$ cat config.mk
export PLATFORM = sky130hd
export DESIGN_NAME = seq_booth_mult
export DESIGN_NICKNAME = d
export VERILOG_FILES = /design/src/rtl/mult_pkg.sv /design/src/rtl/booth_step.sv /design/src/rtl/seq_booth_mult.sv
export SDC_FILE = /design/constraint.sdc
export NUM_CORES = 1
export LEC_CHECK = 0
export CAP_MARGIN = 20
export CORE_UTILIZATION = 54
export DETAILED_ROUTE_END_ITERATION = 12
export PLACE_DENSITY = 0.79
export SLEW_MARGIN = 15
export SYNTH_ARGS = -nofsm -noshare
export SYNTH_HDL_FRONTEND = slang
export SYNTH_HIERARCHICAL = 1
export SYNTH_SLANG_ARGS = --single-unit
$ cat constraint.sdc
create_clock -name clk -period 3.7 [get_ports clk]
set_input_delay 0.37 -clock clk [delete_from_list [all_inputs] [get_ports clk]]
set_output_delay 0.37 -clock clk [all_outputs]
set_load 0.02 [all_outputs]
$ cat src/rtl/mult_pkg.sv
// Shared definitions for the sequential Booth multiplier.
package mult_pkg;

  typedef enum logic [1:0] {
    IDLE = 2'd0,
    RUN  = 2'd1,
    DONE = 2'd2
  } state_t;

  // Booth opcodes on {q[0], q_m1}
  localparam logic [1:0] OP_ADD = 2'b01;
  localparam logic [1:0] OP_SUB = 2'b10;

  // Counter must hold WIDTH, and WIDTH+1 after the final increment
  function automatic int cnt_w(input int width);
    return $clog2(width + 2);
  endfunction

endpackage

$ cat src/rtl/booth_step.sv
// One radix-2 Booth iteration: conditional add/sub of m into acc, then
// arithmetic right shift of {acc, q, q_m1} by one bit.
module booth_step
  import mult_pkg::*;
#(
  parameter int WIDTH = 6
) (
  input  logic [WIDTH:0] acc,
  input  logic [WIDTH:0] q,
  input  logic           q_m1,
  input  logic [WIDTH:0] m,
  output logic [WIDTH:0] acc_nxt,
  output logic [WIDTH:0] q_nxt,
  output logic           q_m1_nxt
);

  logic [WIDTH:0] sum;

  // add/sub wraps at WIDTH+1 bits; the shift replicates the sign of sum
  always_comb begin
    case ({q[0], q_m1})
      OP_ADD:  sum = acc + m;
      OP_SUB:  sum = acc - m;
      default: sum = acc;
    endcase
    {acc_nxt, q_nxt, q_m1_nxt} = {sum[WIDTH], sum, q};
  end

endmodule

$ cat src/rtl/seq_booth_mult.sv
// Multi-cycle signed/unsigned multiplier, one Booth iteration per clock.
//
//   state | meaning
//   IDLE  | waiting for start; operands latched on accepted start
//   RUN   | WIDTH+1 Booth iterations, count 0..WIDTH
//   DONE  | one-cycle done pulse; product valid
module seq_booth_mult
  import mult_pkg::*;
#(
  parameter int WIDTH = 6
) (
  input  logic                 clk,
  input  logic                 rst,
  input  logic                 start,
  input  logic                 signed_mode,
  input  logic [WIDTH-1:0]     a,
  input  logic [WIDTH-1:0]     b,
  output logic                 busy,
  output logic                 done,
  output logic [2*WIDTH-1:0]   product
);

  localparam int             CW   = cnt_w(WIDTH);
  localparam logic [CW-1:0]  LAST = CW'(WIDTH);

  state_t          state, state_nxt;
  logic [WIDTH:0]  m_r, acc_r, q_r;
  logic            q_m1_r;
  logic [CW-1:0]   cnt_r;
  logic [WIDTH:0]  acc_nxt, q_nxt;
  logic            q_m1_nxt;
  logic            load, last_iter;

  assign load      = (state == IDLE) && start;
  assign last_iter = (state == RUN) && (cnt_r == LAST);

  booth_step #(.WIDTH(WIDTH)) u_step (
    .acc      (acc_r),
    .q        (q_r),
    .q_m1     (q_m1_r),
    .m        (m_r),
    .acc_nxt  (acc_nxt),
    .q_nxt    (q_nxt),
    .q_m1_nxt (q_m1_nxt)
  );

  // state register
  always_ff @(posedge clk or posedge rst) begin
    if (rst) state <= IDLE;
    else     state <= state_nxt;
  end

  // next-state logic
  always_comb begin
    state_nxt = state;
    case (state)
      IDLE:    if (start) state_nxt = RUN;
      RUN:     if (cnt_r == LAST) state_nxt = DONE;
      DONE:    state_nxt = IDLE;
      default: state_nxt = IDLE;
    endcase
  end

  // handshake outputs decoded from state
  always_comb begin
    busy = (state != IDLE);
    done = (state == DONE);
  end

  // operand load, iteration registers and product capture
  always_ff @(posedge clk or posedge rst) begin
    if (rst) begin
      m_r     <= '0;
      acc_r   <= '0;
      q_r     <= '0;
      q_m1_r  <= 1'b0;
      cnt_r   <= '0;
      product <= '0;
    end else if (load) begin
      // one extra bit lets unsigned and signed share the signed datapath
      m_r    <= {signed_mode & a[WIDTH-1], a};
      q_r    <= {signed_mode & b[WIDTH-1], b};
      acc_r  <= '0;
      q_m1_r <= 1'b0;
      cnt_r  <= '0;
    end else if (state == RUN) begin
      acc_r  <= acc_nxt;
      q_r    <= q_nxt;
      q_m1_r <= q_m1_nxt;
      cnt_r  <= cnt_r + 1'b1;
      if (last_iter) product <= {acc_nxt[WIDTH-2:0], q_nxt};
    end
  end

endmodule

After elaboration in Yosys (flattened, before gate mapping)
Cells that the tools add are included.
{ "word_totals": {"output_inout_bits": 14, "word_cells": 39, "regBits": 39} }
{ "classes": {"n_addsub": 3, "n_mux": 12, "n_bitwise": 3, "n_reduce_logical": 7, "eq_ne": 7} }
{ "ops": {"columns": ["cell", "n"], "rows": [
  ["$mux 7", 4],
  ["$pmux 7 s2", 1],
  ["$add 7x7->7", 1],
  ["$sub 7x7->7", 1],
  ["$mux 3", 2],
  ["$eq 2x1->1 const B", 2],
  ["$eq 2x2->1 const B", 2],
  ["$mux 2", 2],
  ["$ne 2x2->1 const B", 2],
  ["$pmux 2 s2", 1],
  ["$reduce_bool 2->1", 2],
  ["$add 3x1->3 const B", 1],
  ["$eq 3x3->1 const B", 1],
  ["$reduce_and 3->1", 1],
  ["$and 1x1->1", 2],
  ["$logic_and 1x1->1", 2],
  ["$logic_not 2->1", 1],
  ["$mux 1", 2],
  ["$reduce_and 2->1", 1],
  ["$not 1->1", 1]
]} }

Logic depth before layout (Yosys ltp)
Gate-level depths: netlist (run 1).
{ "depth": {"depth_word": 4, "ltp_mapped": 13, "mapped_depth_nobuf": 12} }

Cells and area by module
Netlist (run 1), hierarchy kept.
{ "by_module_without_submodules": {"columns": ["mod", "instances", "cells_per_inst", "area_each_um2"], "rows": [
  ["seq_booth_mult", 1, 132, 1617.8],
  ["booth_step", 1, 71, 544.3]
]} }

Worst setup path after synthesis (run 1)
No wires, ideal clock.
{ "synth_timing": {"path_kind": "register to register", "start": "reg q_r[0]", "end": "reg acc_r[6]", "t_arrival_ps": 2509, "n_path_buf": 1, "t_required_ps": 3617, "path_stages_with_launch": 13, "setup_slack_ps": 1108, "path_cell_list": "dfrtp_1 -> ha_1 -> a31oi_1 -> xnor2_1 -> ha_1 -> and3_1 -> a2111oi_4 -> xnor3_1 -> nor2_1 -> xor2_1 -> buf_4 -> nand2_1 -> o21ai_0"} }
{ "synth_via": {"elab_chain_len": 4, "word_cells_on_any_way": 5, "classes_between": "eq/ne (2); mux (3)"} }
{ "synth_lines": {"columns": ["element", "line", "text"], "rows": [
  ["start, declared", "seq_booth_mult.sv:27", "logic [WIDTH:0] m_r, acc_r, q_r;"],
  ["start signal, assigned", "seq_booth_mult.sv:82", "q_r <= {signed_mode & b[WIDTH-1], b};"],
  ["start signal, assigned", "seq_booth_mult.sv:88", "q_r <= q_nxt;"],
  ["$eq 2x2->1 / $eq 2x1->1 (equally long branches)", "booth_step.sv:21", "case ({q[0], q_m1})"],
  ["$pmux 7 s2 *", "booth_step.sv:21", null],
  ["net acc_nxt[5]", "seq_booth_mult.sv:30", "logic [WIDTH:0] acc_nxt, q_nxt;"],
  ["$mux 7 *", "seq_booth_mult.sv:86", "end else if (state == RUN) begin"],
  ["$mux 7 *", "seq_booth_mult.sv:79", "end else if (load) begin"],
  ["end signal, assigned", "seq_booth_mult.sv:87", "acc_r <= acc_nxt;"],
  ["end, declared", "seq_booth_mult.sv:27", null]
]} }
Mark *: on every way through the listed nets, which the timed path passes. The rest lies on a longest branch. The select of a mux whose other input is x is not followed.
A chain may end at the register's enable or synchronous reset.

Worst setup path in the final report (run 1)
Ends and elaborated chain as after synthesis.

==> flow_summary.yaml, run 1 <==
clock_tree:
  htree_levels: 2
  cts_root_buf: "clkbuf_8"
  clock-sinks: 39
  clk_latency_ns: 0.29
  clkSlewWorstSetupHoldPaths_ns: 0.08
  tritoncts: "yes"
  post_cts_resized: 0
  clk_path_buf_depth: 2
  hold_buffers: 0
  post_cts.repair.setup_buffers: 0
  numCtsBuffers: 5
place:
  dp_slack_ns: 0.9920
  dp_hpwl_um: 2820
  dpl-instance-area_mm2: 0.002427
  gp_congestion: 0.8642
  portBuffers: 29
  place_inst: 267
drt:
  firstDrtPassIters: 4
  wl_um: 3997
  via_per_inst: 5.384
  num_vias: 1486
  wl_per_cell_um: 14.48
  drcViolationCount: 0
  drtIter0Drc: 72
  ant_nets: 0
critical_path:
  endpoint_kind: "flip-flop"
  arrival_ns: 2.97
  crit_type: "reg2reg"
  crit_required_ns: 3.92
  cp-start-kind: "flip-flop"
  timing.critical_path.fanout_max: 7
synthesis:
  synth-edff-count: 0
  syn_area_per_cell_um2: 10.65
  ys.flop_type: "dfrtp_1"
  ys_ff_latch: 39
  synth-async-reset-ratio: 1.000
  synthDistinctLibCells: 44
  netlist_area_mm2: 0.002162
  netlist_instances: 203
  ys_seq_area_frac: 0.4514
  yosys_warnings: 6
  synth_nets: 230
final_layout:
  instances_no_fill: 276
  stdcell_area_mm2: 0.002560
  antenna_cells: 0
  syn2layout_area_growth_pct: 18.40
  fill_cells: 289
  nets: 254
  drive_above_1_share: 0.1623
floorplan:
  dieArea_mm2: 0.004261
  io_pins: 30
  rows: 22
  die_w_um: 65.28
  start_util: 0.5775
  die_h_um: 65.28
  core_area_mm2: 0.003744
timing:
  finalSetupTns_ns: 0
  setup_viol: 0
  slew_headroom: 0.5227
  fin_crit_sh: 0.7445
  grt_setup_unrepaired: "no"
  finalClockSkew_ns: 0.005307
  hold_viol_final: 0
  layout_min_cycle_time_ns: 2.754
  max_clock_freq_mhz: 363.0
  drv_slew: 0
  worst_slew_pin_slew_ns: 0.7144
  layout_setup_ws_ns: 0.9455
flow_run:
  drv_cap: 0
global_route:
  antenna_found_initial: 0
  grt_first_pass_wirelength_um: 6893
  grt_max_degree: 28
  grt_pass1_vias: 1456
  grt_overflow: 0
  track_usage: 0.2181
power_and_ir_drop:
  p_per_area_mw_per_mm2: 1094
  p_leak_nw: 1.200
  peakVddDrop_uv: 649.9
  finalPower_mw: 2.800
hold_path:
  hp-class: "in2async"
status:
  status: "finished clean"
## metrics by stage
stage | util | hold slack (ns)
detailed placement | 0.6484 | 0.4911
floorplan | - | 0.4472
global route | 0.6838 | 0.4884
CTS | 0.6798 | 0.5080
finish | 0.6838 | 0.4199
global placement | 0.6484 | 0.4856
## critical path, stage by stage, from the launching register on
cell,delay [ns]
dfrtp_1,0.40
ha_1,0.30
a31oi_1,0.22
xnor2_1,0.15
ha_1,0.32
and3_1,0.24
a2111oi_4,0.32
xnor3_1,0.25
nor2_1,0.12
xor2_1,0.20
nand2_1,0.07
o21ai_0,0.09
## layout make-up
type	instances	area, um2	share of cell area
Clock buffer	6	82.58	0.03226
Clock inverter	2	35.03	0.01369
Inverter	11	41.29	0.01613
Multi-Input combinational cell	138	1045	0.4081
Sequential cell	39	975.9	0.3812
Tap cell	48	60.06	0.02346
Timing Repair Buffer	32	320.3	0.1251
## layout by cell type (no fill, tap or decap), types with 9 or more instances in the layout
master,synthesis,routed
mux2_2,10,10
o21ai_0,14,14
inv_1,11,11
nand2_1,38,38
ha_1,10,10
dfrtp_1,39,39
clkdlybuf4s50_1,0,29
mux2_4,9,9
## path summary, 6_finish.rpt
check / cells past startpoint / end / startpoint / slack (ns)
setup reg to reg: 11 / acc_r[6]$_DFFE_PP0P_ / q_r[0]$_DFFE_PP0P_ / 0.95
hold reg to reg: 1 / product[2]$_DFFE_PP0P_ / product[2]$_DFFE_PP0P_ / 0.51
hold / removal: 2 / product[7]$_DFFE_PP0P_ / rst / 0.42
max in group asynchronous: 4 / q_r[0]$_DFFE_PP0P_ / rst / 2.55
min in group clk: 1 / product[2]$_DFFE_PP0P_ / product[2]$_DFFE_PP0P_ / 0.51
setup / recovery: 11 / acc_r[6]$_DFFE_PP0P_ / q_r[0]$_DFFE_PP0P_ / 0.95
## metal layers
layer / up-vias / global-route usage / routed length [um]
li1: 732 / - / -
met1: 713 / 0.2980 / 1915
met2: 31 / 0.3363 / 1852
met3: 10 / 0.04688 / 139
met4: 0 / 0.08696 / 90
met5: - / 0 / 0
## cell usage after synthesis (2+ instances only)
cell type | number | area, um2
mux2_2 | 10 | 112.6
nor3_1 | 2 | 10.01
dfrtp_1 | 39 | 975.9
nor2b_1 | 2 | 12.51
clkbuf_1 | 3 | 11.26
mux2_4 | 9 | 135.1
buf_4 | 9 | 67.56
a21o_1 | 2 | 15.01
o21ai_0 | 14 | 70.07
a31oi_1 | 2 | 12.51
xor2_1 | 2 | 17.52
ha_1 | 10 | 125.1
nor3b_1 | 2 | 15.01
xnor2_1 | 5 | 43.79
buf_2 | 2 | 10.01
inv_1 | 11 | 41.29
nand2_1 | 38 | 142.6
nor2_1 | 6 | 22.52
a21oi_1 | 3 | 15.01
nand3_1 | 2 | 10.01
a22oi_1 | 6 | 45.04
mux2i_1 | 2 | 20.02
## cells by family after synthesis
family,synth area share
DFF,0.4514
adders and majority gates,0.06713
muxes,0.1238
xor gates and xnor gates,0.03877
AOI/OAI and AO/OA,0.1134
and+or+nand+nor,0.1401
buffers and inverters,0.06539
## report_power, final
group | total [mW] | leakage, nW | internal (mW) | switching, mW
Sequential | 0.797 | 0.487 | 0.633 | 0.164
Clock | 0.365 | 0.0612 | 0.218 | 0.147
Combinational | 1.64 | 0.651 | 0.798 | 0.841
## registers in the layout, summed over array words and instances (netlist names)
signal	flops
acc_r	7
cnt_r	3
m_r	7
product	12
q_m1_r	1
q_r	7
state	2
Note: power is estimated with default switching activity, not from simulation.
==> run 2, diff against run 1 <==
- clock period: 3.7 -> 2.75 ns (I/O delays scaled with it)
==> flow_summary.yaml, run 2 (synthesized netlist as in run 1, its figures left out) <==
final_layout:
  antenna_cells: 0
  layout_common_cells: "39 x dfrtp_1, 38 x nand2_1, 29 x clkdlybuf4s50_1"
  stdcell_area_mm2: 0.002634
  drive_above_1_share: 0.2179
  top_register: "product"
  nets: 260
  largest_reg_flops: 12
  fill_cells: 291
  layout_commonest_cell: "dfrtp_1"
  syn2layout_area_growth_pct: 21.82
drt:
  drtIter0Drc: 80
  wl_per_cell_um: 15.11
  drcViolationCount: 0
  ant_nets: 0
  via_per_inst: 5.376
  wl_um: 4261
  firstDrtPassIters: 4
  num_vias: 1516
timing:
  slew_headroom: 0.5279
  drv_slew: 0
  worst_slew_pin_slew_ns: 0.7066
  max_clock_freq_mhz: 375.4
  setup_viol: 0
  finalSetupTns_ns: 0
  finalClockSkew_ns: 0.008168
  layout_min_cycle_time_ns: 2.664
  hold_viol_final: 0
  fin_crit_sh: 0.9687
  grt_setup_unrepaired: "yes"
place:
  portBuffers: 29
  gp_congestion: 0.9178
  dpl-instance-area_mm2: 0.002442
  dp_hpwl_um: 2807
floorplan:
  rows: 22
  start_util: 0.5775
  dieArea_mm2: 0.004261
  die_h_um: 65.28
  io_pins: 30
  die_w_um: 65.28
  core_area_mm2: 0.003744
power_and_ir_drop:
  p_leak_nw: 1.224
  p_per_area_mw_per_mm2: 1523
  peakVddDrop_uv: 865.1
critical_path:
  endpoint_kind: "flip-flop"
  cp-start-kind: "flip-flop"
  timing.critical_path.fanout_max: 6
  crit_type: "reg2reg"
  cp_slowest_stage_delay_ns: 0.42
  arrival_ns: 2.88
  crit_chain: "ha_4 > a31oi_1 > xnor2_1 > ha_1 > and3_4 > a2111oi_4 > xnor3_1 > nor2_2 > xor2_1 > nand2_1 > o21ai_0"
  cp_slowest_cell: "dfrtp_1"
  crit_required_ns: 2.96
global_route:
  track_usage: 0.2258
  antenna_found_initial: 0
  grt_max_degree: 40
  grt_pass1_vias: 1516
  grt_first_pass_wirelength_um: 7086
  grt_overflow: 0
status:
  status: "finished clean"
clock_tree:
  numCtsBuffers: 5
  clk_latency_ns: 0.30
  cts_root_buf: "clkbuf_8"
  clock-sinks: 39
  tritoncts: "yes"
  clkSlewWorstSetupHoldPaths_ns: 0.08
  hold_buffers: 0
  htree_levels: 2
  clk_path_buf_depth: 2
flow_run:
  drv_cap: 0
hold_path:
  hp-class: "in2async"
run 2: cell count changes in the layout (fill, tap and decap cells not counted), sizes merged:
cell / change
buf: +6
run 2: area by class of cell:
type	count	area, um2	share of cell area
clock buffer	6	82.58	0.03135
clock inverter	2	35.03	0.01330
inverter	11	41.29	0.01568
multi-input combinational	138	1081	0.4105
sequential	39	975.9	0.3705
tap	48	60.06	0.02280
timing repair buffer	38	357.8	0.1359
run 2: critical path, delay by kind of cell, from the launching register on:
kind            cells  cell delay (ns)
xor+xnor            3             0.58
simple gates        3             0.40
fa+ha+maj           2             0.57
flops               1             0.42
compound gates      3             0.62
run 2: worst paths after layout:
path / slack, ns / cells past startpoint / endpoint / from
min in group clk: 0.51 / 1 / product[0]$_DFFE_PP0P_ / product[0]$_DFFE_PP0P_
setup / recovery: 0.09 / 11 / acc_r[5]$_DFFE_PP0P_ / q_r[0]$_DFFE_PP0P_
hold / removal: 0.39 / 3 / product[7]$_DFFE_PP0P_ / rst
setup reg to reg: 0.09 / 11 / acc_r[5]$_DFFE_PP0P_ / q_r[0]$_DFFE_PP0P_
max in group asynchronous: 2.01 / 3 / m_r[1]$_DFFE_PP0P_ / rst
hold reg to reg: 0.51 / 1 / product[0]$_DFFE_PP0P_ / product[0]$_DFFE_PP0P_
run 2: layer usage:
layer  up-vias  wire (um)  GRT usage
met4         0         73     0.1141
met2        33       2174     0.3634
met5         -          0          0
li1        745          -          -
met1       732       1859     0.2864
met3         6        154    0.04688
run 2: power by group:
group,total [mW],internal [mW],switching (mW),leakage [nW]
Clock,0.494,0.293,0.200,0.0612
Combinational,2.44,1.23,1.20,0.676
Sequential,1.08,0.852,0.230,0.487
Total,4.01,2.38,1.63,1.22
run 2: what timing repair did:
action / CTS / global route
endpoints found under the setup margin: 0 / 3
setup buffers: 0 / 5
resized for setup: 0 / 9
run 2: metrics by stage:
stage	worst slack (ns)	total power, mW	instances	utilization	hold slack (ns)
2_1_floorplan	0.1582	2.828	203	-	0.4031
3_3_place_gp	0.1530	3.218	269	0.6524	0.4883
3_5_place_dp	0.05625	3.284	269	0.6524	0.4934
4_1_cts	0.02929	3.816	277	0.6838	0.4135
5_1_grt	-0.1113	4.309	282	0.7035	0.4696
6_report	0.08602	4.011	282	0.7035	0.3868
